File: src/rtl/seq_pkg.sv
// Shared types and constants for the memory sequencer that couples the
// single-cycle core to one variable-latency memory port.
package seq_pkg;

  typedef enum logic [2:0] {
    ARB,
    FETCH,
    DECODE,
    DATA,
    COMMIT,
    DBG
  } seq_state_e;

  localparam logic [31:0] NOP_INSTR = 32'h0000_0013;

endpackage

File: src/rtl/mem_sequencer.sv
// Multi-cycle sequencer: fetch, optional load/store, then commit pulse to the
// core; arbitrates the shared memory port with a debug/program-loader requester.
module mem_sequencer
  import seq_pkg::*;
#(
  parameter int ADDR_W = 32,
  parameter int DATA_W = 32
) (
  input  logic              clock,
  input  logic              rst,
  input  logic              run,
  input  logic [ADDR_W-1:0] core_pc,
  input  logic              core_mem_read,
  input  logic              core_mem_write,
  input  logic [ADDR_W-1:0] core_addr,
  input  logic [DATA_W-1:0] core_wdata,
  output logic [DATA_W-1:0] core_instr,
  output logic [DATA_W-1:0] core_rdata,
  output logic              core_step,
  output logic [31:0]       instret,
  input  logic              dbg_req,
  input  logic              dbg_we,
  input  logic [ADDR_W-1:0] dbg_addr,
  input  logic [DATA_W-1:0] dbg_wdata,
  output logic              dbg_ack,
  output logic [DATA_W-1:0] dbg_rdata,
  output logic              mem_req,
  output logic              mem_we,
  output logic [ADDR_W-1:0] mem_addr,
  output logic [DATA_W-1:0] mem_wdata,
  input  logic              mem_ack,
  input  logic [DATA_W-1:0] mem_rdata
);

  seq_state_e state, state_nxt;
  logic       last_dbg;

  always_ff @(posedge clock or posedge rst) begin
    if (rst) state <= ARB;
    else     state <= state_nxt;
  end

  // Memory port is a pure function of state, so reset drops mem_req at once.
  always_comb begin
    state_nxt = state;
    mem_req   = 1'b0;
    mem_we    = 1'b0;
    mem_addr  = '0;
    mem_wdata = '0;
    case (state)
      ARB: begin
        if (dbg_req && !dbg_ack && (!last_dbg || !run)) state_nxt = DBG;
        else if (run)                                    state_nxt = FETCH;
      end
      FETCH: begin
        mem_req  = 1'b1;
        mem_addr = core_pc;
        if (mem_ack) state_nxt = DECODE;
      end
      DECODE: begin
        state_nxt = (core_mem_read || core_mem_write) ? DATA : COMMIT;
      end
      DATA: begin
        mem_req   = 1'b1;
        mem_we    = core_mem_write;
        mem_addr  = core_addr;
        mem_wdata = core_wdata;
        if (mem_ack) state_nxt = COMMIT;
      end
      COMMIT: state_nxt = ARB;
      DBG: begin
        mem_req   = 1'b1;
        mem_we    = dbg_we;
        mem_addr  = dbg_addr;
        mem_wdata = dbg_wdata;
        if (mem_ack) state_nxt = ARB;
      end
      default: state_nxt = ARB;
    endcase
  end

  assign core_step = (state == COMMIT);

  // last_dbg forces a core instruction between debug grants while running.
  always_ff @(posedge clock or posedge rst) begin
    if (rst) begin
      core_instr <= DATA_W'(NOP_INSTR);
      core_rdata <= '0;
      dbg_rdata  <= '0;
      instret    <= '0;
      dbg_ack    <= 1'b0;
      last_dbg   <= 1'b0;
    end else begin
      dbg_ack <= 1'b0;
      case (state)
        FETCH: if (mem_ack) core_instr <= mem_rdata;
        DATA:  if (mem_ack && !core_mem_write) core_rdata <= mem_rdata;
        COMMIT: begin
          instret  <= instret + 32'd1;
          last_dbg <= 1'b0;
        end
        DBG: begin
          if (mem_ack) begin
            if (!dbg_we) dbg_rdata <= mem_rdata;
            dbg_ack  <= 1'b1;
            last_dbg <= 1'b1;
          end
        end
        default: ;
      endcase
    end
  end

endmodule

File: config.mk
export PLATFORM = sky130hd
export DESIGN_NAME = mem_sequencer
export DESIGN_NICKNAME = d
export VERILOG_FILES = /design/src/rtl/seq_pkg.sv /design/src/rtl/mem_sequencer.sv
export SDC_FILE = /design/constraint.sdc
export NUM_CORES = 1
export LEC_CHECK = 0
export ABC_AREA = 1
export CAP_MARGIN = 20
export CORE_AREA = 2 2 155 157
export CTS_CLUSTER_DIAMETER = 60
export DETAILED_ROUTE_END_ITERATION = 7
export DIE_AREA = 0 0 157 159
export HOLD_SLACK_MARGIN = 0.1
export MAX_ROUTING_LAYER = met4
export RECOVER_POWER = 25
export SYNTH_ARGS = -nofsm -noshare
export SYNTH_HDL_FRONTEND = slang
export SYNTH_SLANG_ARGS = --single-unit
File: constraint.sdc
create_clock -name clock -period 11.6 [get_ports clock]
set_input_delay 2.32 -clock clock [delete_from_list [all_inputs] [get_ports clock]]
set_output_delay 2.32 -clock clock [all_outputs]
set_load 0.01 [all_outputs]
==> out/summary.md <==
The number of buffers on the longest clock path was 2. Buffers placed on the I/O ports in this run total 395. The number of distinct library cell variants in the gate-level netlist after synthesis came out at 27. The most instantiated flip-flop cell in the synthesis netlist was sky130_fd_sc_hd__dfrtp_1.

The clock input transition at the sequential cells of the worst setup and hold paths works out to 60 ps. The root buffer cell chosen for the clock tree is sky130_fd_sc_hd__clkbuf_16. Once placement finished, the instance area stood at 10800 sq um. The all-layer global routing usage came out at 23.5%. The synthesized net count was 1031; the via density per instance was 4.59. The final critical path takes up 53.6% of the cycle. The count of max-cap constraint violations came out at 2. The run gives 6 as the number of iterations in the first detailed-routing pass. The number of gates resized after CTS was 0.

Data arrives at the worst endpoint at 3900 ps. The biggest area contributor in the post-synthesis netlist is sky130_fd_sc_hd__dfrtp_1. Counting I/O delays and the setup requirement, the final critical path takes 6220 ps. The final route contains 7068 vias.

The chip width came out at 157 um. Area of the mapped netlist: 6610 sq um. In the synthesized netlist, the cells that appear most often are 320 x sky130_fd_sc_hd__nand2_1, 130 x sky130_fd_sc_hd__dfrtp_1, 72 x sky130_fd_sc_hd__o21ai_0, 61 x sky130_fd_sc_hd__inv_1, 45 x sky130_fd_sc_hd__nor2_1. Number of violations reported at the end of detailed-routing iteration 0: 454.

Power per cell area: 224 nW/um^2. The ratio of cells with drive above 1 in the final layout came out at 4.01%. The run gives 131 as the max-slew violation count.

Summed over all cells, the static leakage comes to 5.08 nW. Yosys instantiated no cell more often than sky130_fd_sc_hd__nand2_1. The transition time at the pin with the least slew margin was 2940 ps.

Once detail routing completed, the nets flagged for antenna violations numbered 0. Row generation in the floorplan step produced 56 rows. In this run, CTS created clock tree buffers numbering 17. The clock net in this run drives a total of 133 sinks.

The number of synthesized flops with an enable pin is 0. After layout, the design draws a total of 0.00257 W. Setup total negative slack on the finished layout was measured at 0 ps. The flow ran to the end, but the final reports show violations. Initial standard-cell utilization of the core: 28.5%. Entering global routing, the biggest net connects 71 pins. Based on the critical path, the design can be clocked at up to 161 MHz.

The peak supply drop is 0.122 mV, and the number of global-route vias before repair is 7047. Capturing element type of the critical path: an output port. Half-perimeter wire length of the detailed placement result: 22.0 mm.

For this run the aggregate overflow at the end of global routing stands at 0. The signal on the critical path passes through clkdlybuf4s50_1, buf_4, nand2_1, o21ai_0, clkdlybuf4s50_1. Worst path buffer plus inverter count: 3. By instance count, the cell type seen most on the critical path is sky130_fd_sc_hd__clkdlybuf4s50_1. The first global-routing pass estimated 43.2 mm of wire. For this block, the routed nets add up to 29.0 mm of wire. Compared with the post-synthesis result, the final layout area differs by 73.4%. The headroom to the max-slew limit is -96.8%. The highest cell delay on the worst timing path was 570 ps; the total of warnings raised by yosys was 0. After synthesis, the mean cell area works out to 7.97 sq um. Total count of hold-check failures in the final report: 0. For the finished layout cell area, the log shows 11500 sq um.

The setup path with the least slack is of type input port to output port. For the worst-skew pair, the clock arrives at the later sink with an insertion delay of 420 ps. The initial antenna violation count came out at 0. Setup repair after global routing left no endpoint under its margin.

Synthesis produced a netlist whose cell count is 830. The top-level I/O count came out at 396. Once the clock tree was built, the setup fixing pass inserted 0 buffers. The slowest library cell on the worst path was sky130_fd_sc_hd__clkdlybuf4s50_1. The run gives 11.8 ps as the clock tree skew after final layout. The DRC violations left was 0. The family of cells with the greatest summed delay on the critical path was buffers and inverters. The total inserted antenna cells came out at 0. The core region is 23200 sq um.

The min-delay analysis places its worst path in the category flip-flop to flip-flop. The number of buffers inserted by hold repair at cts was 0. Ranked by total cell area, the synthesized netlist is headed by sky130_fd_sc_hd__dfrtp_1 49%, sky130_fd_sc_hd__nand2_1 18%, sky130_fd_sc_hd__o21ai_0 5.5%. After synthesis, flip-flops and latches occupy 50.4% of the total area. The checks that failed: capacitance limit, slew limit.

TritonCTS built the clock tree. The kind of start point of the critical path was an input port. The H-tree generated during clock tree synthesis spans 4 levels.

The vertical extent of the die was 159 um; the fraction of synthesis flops using an asynchronous set or reset pin was 100%. At the end of the flow, the number of nets in the layout was 1410. After detailed routing, the average wire length per cell comes to 18.8 um. The worst-path maximum fanout was 34; the final setup violation count was 0. For the smallest hold slack, the log shows 481 ps.

The fraction of post-synthesis cell area in the top cell type by area works out to 49.2%. The total of flip-flops plus latches after synthesis came out at 133. Required time of the critical path: 9280 ps.

The die covers 25000 sq um. Weighted congestion at the end of routability-driven global placement: 0.872.
==> per-stage QoR <==
stage / setup WS [ps] / utilization [%] / cells
2_1_floorplan: 5730 / - / 830
3_3_place_gp: 5360 / 46.5 / 1509
3_5_place_dp: 5380 / 46.5 / 1509
4_1_cts: 5380 / 49.5 / 1541
5_1_grt: 5330 / 49.4 / 1541
6_report: 5380 / 49.4 / 1541
==> kinds of logic after synthesis <==
family | after synthesis | share of synthesized area [%]
fa+ha+maj | 1 | 0.189
simple gates | 426 | 26.7
xor+xnor | 13 | 1.72
compound gates | 152 | 14.0
buf+inv | 105 | 6.96
flops | 133 | 50.4
==> power breakdown <==
part           internal (W)  switching, W  leakage, nW
logic              0.000613      0.000587         3.03
clock network      0.000431      0.000209        0.334
registers          0.000632      0.000100         1.71
==> tightest hold or removal path, cell delays in order, from the launching register on <==
cell                      delay [ps]
sky130_fd_sc_hd__dfrtp_1         340
sky130_fd_sc_hd__o21ai_1          60
sky130_fd_sc_hd__nand2_1          50
==> state kept, by name, summed over array words and instances, names as in the netlist <==
| name | cells |
|---|---|
| core_instr | 32 |
| dbg_rdata | 32 |
| instret | 32 |
| core_rdata | 32 |
| last_dbg | 1 |
| state | 3 |
| dbg_ack | 1 |
==> path summary, 6_finish.rpt <==
check | depth (start not counted) | endpoint | slack [ps] | start
max | 5 | mem_we | 5380 | dbg_we
min reg2reg | 2 | dbg_rdata[29]$_DFFE_PP0P_ | 480 | dbg_rdata[29]$_DFFE_PP0P_
min in group asynchronous | 2 | core_instr[11]$_DFFE_PP0P_ | 3190 | rst
max in group asynchronous | 3 | dbg_rdata[9]$_DFFE_PP0P_ | 6480 | rst
min | 2 | dbg_rdata[29]$_DFFE_PP0P_ | 480 | dbg_rdata[29]$_DFFE_PP0P_
max reg2reg | 6 | core_instr[15]$_DFFE_PP0P_ | 8160 | state[1]$_DFFE_PP0P_
==> placed cells by master, fill, tap and decap left out, types with 7 or more instances in the layout <==
master	n
sky130_fd_sc_hd__o21ai_1	17
sky130_fd_sc_hd__o21ai_0	82
sky130_fd_sc_hd__nand2_1	320
sky130_fd_sc_hd__bufinv_16	7
sky130_fd_sc_hd__a22o_1	32
sky130_fd_sc_hd__a22oi_1	18
sky130_fd_sc_hd__nand3_1	29
sky130_fd_sc_hd__nor2_1	50
sky130_fd_sc_hd__inv_1	62
sky130_fd_sc_hd__clkdlybuf4s50_1	392
sky130_fd_sc_hd__xor2_1	10
sky130_fd_sc_hd__nand3b_1	13
sky130_fd_sc_hd__clkbuf_16	17
sky130_fd_sc_hd__dfrtp_1	130
==> layer usage <==
layer  wire, um  part of all wire [%]  GRT usage (%)
met1      12300                    42           29.0
met2      13600                    47           37.3
met5          0                     0              -
met3       2400                   8.3           6.75
met4        694                   2.4           6.96
==> cell type report <==
class / instances / area [sq um]
Multi-Input combinational cell: 592 / 2800
Tap cell: 319 / 399
Timing Repair Buffer: 400 / 3990
Sequential cell: 133 / 3330
Inverter: 65 / 245
Clock inverter: 13 / 253
Fill cell: 2237 / 11700
Clock buffer: 19 / 443
(Power assumes the default switching activity.)
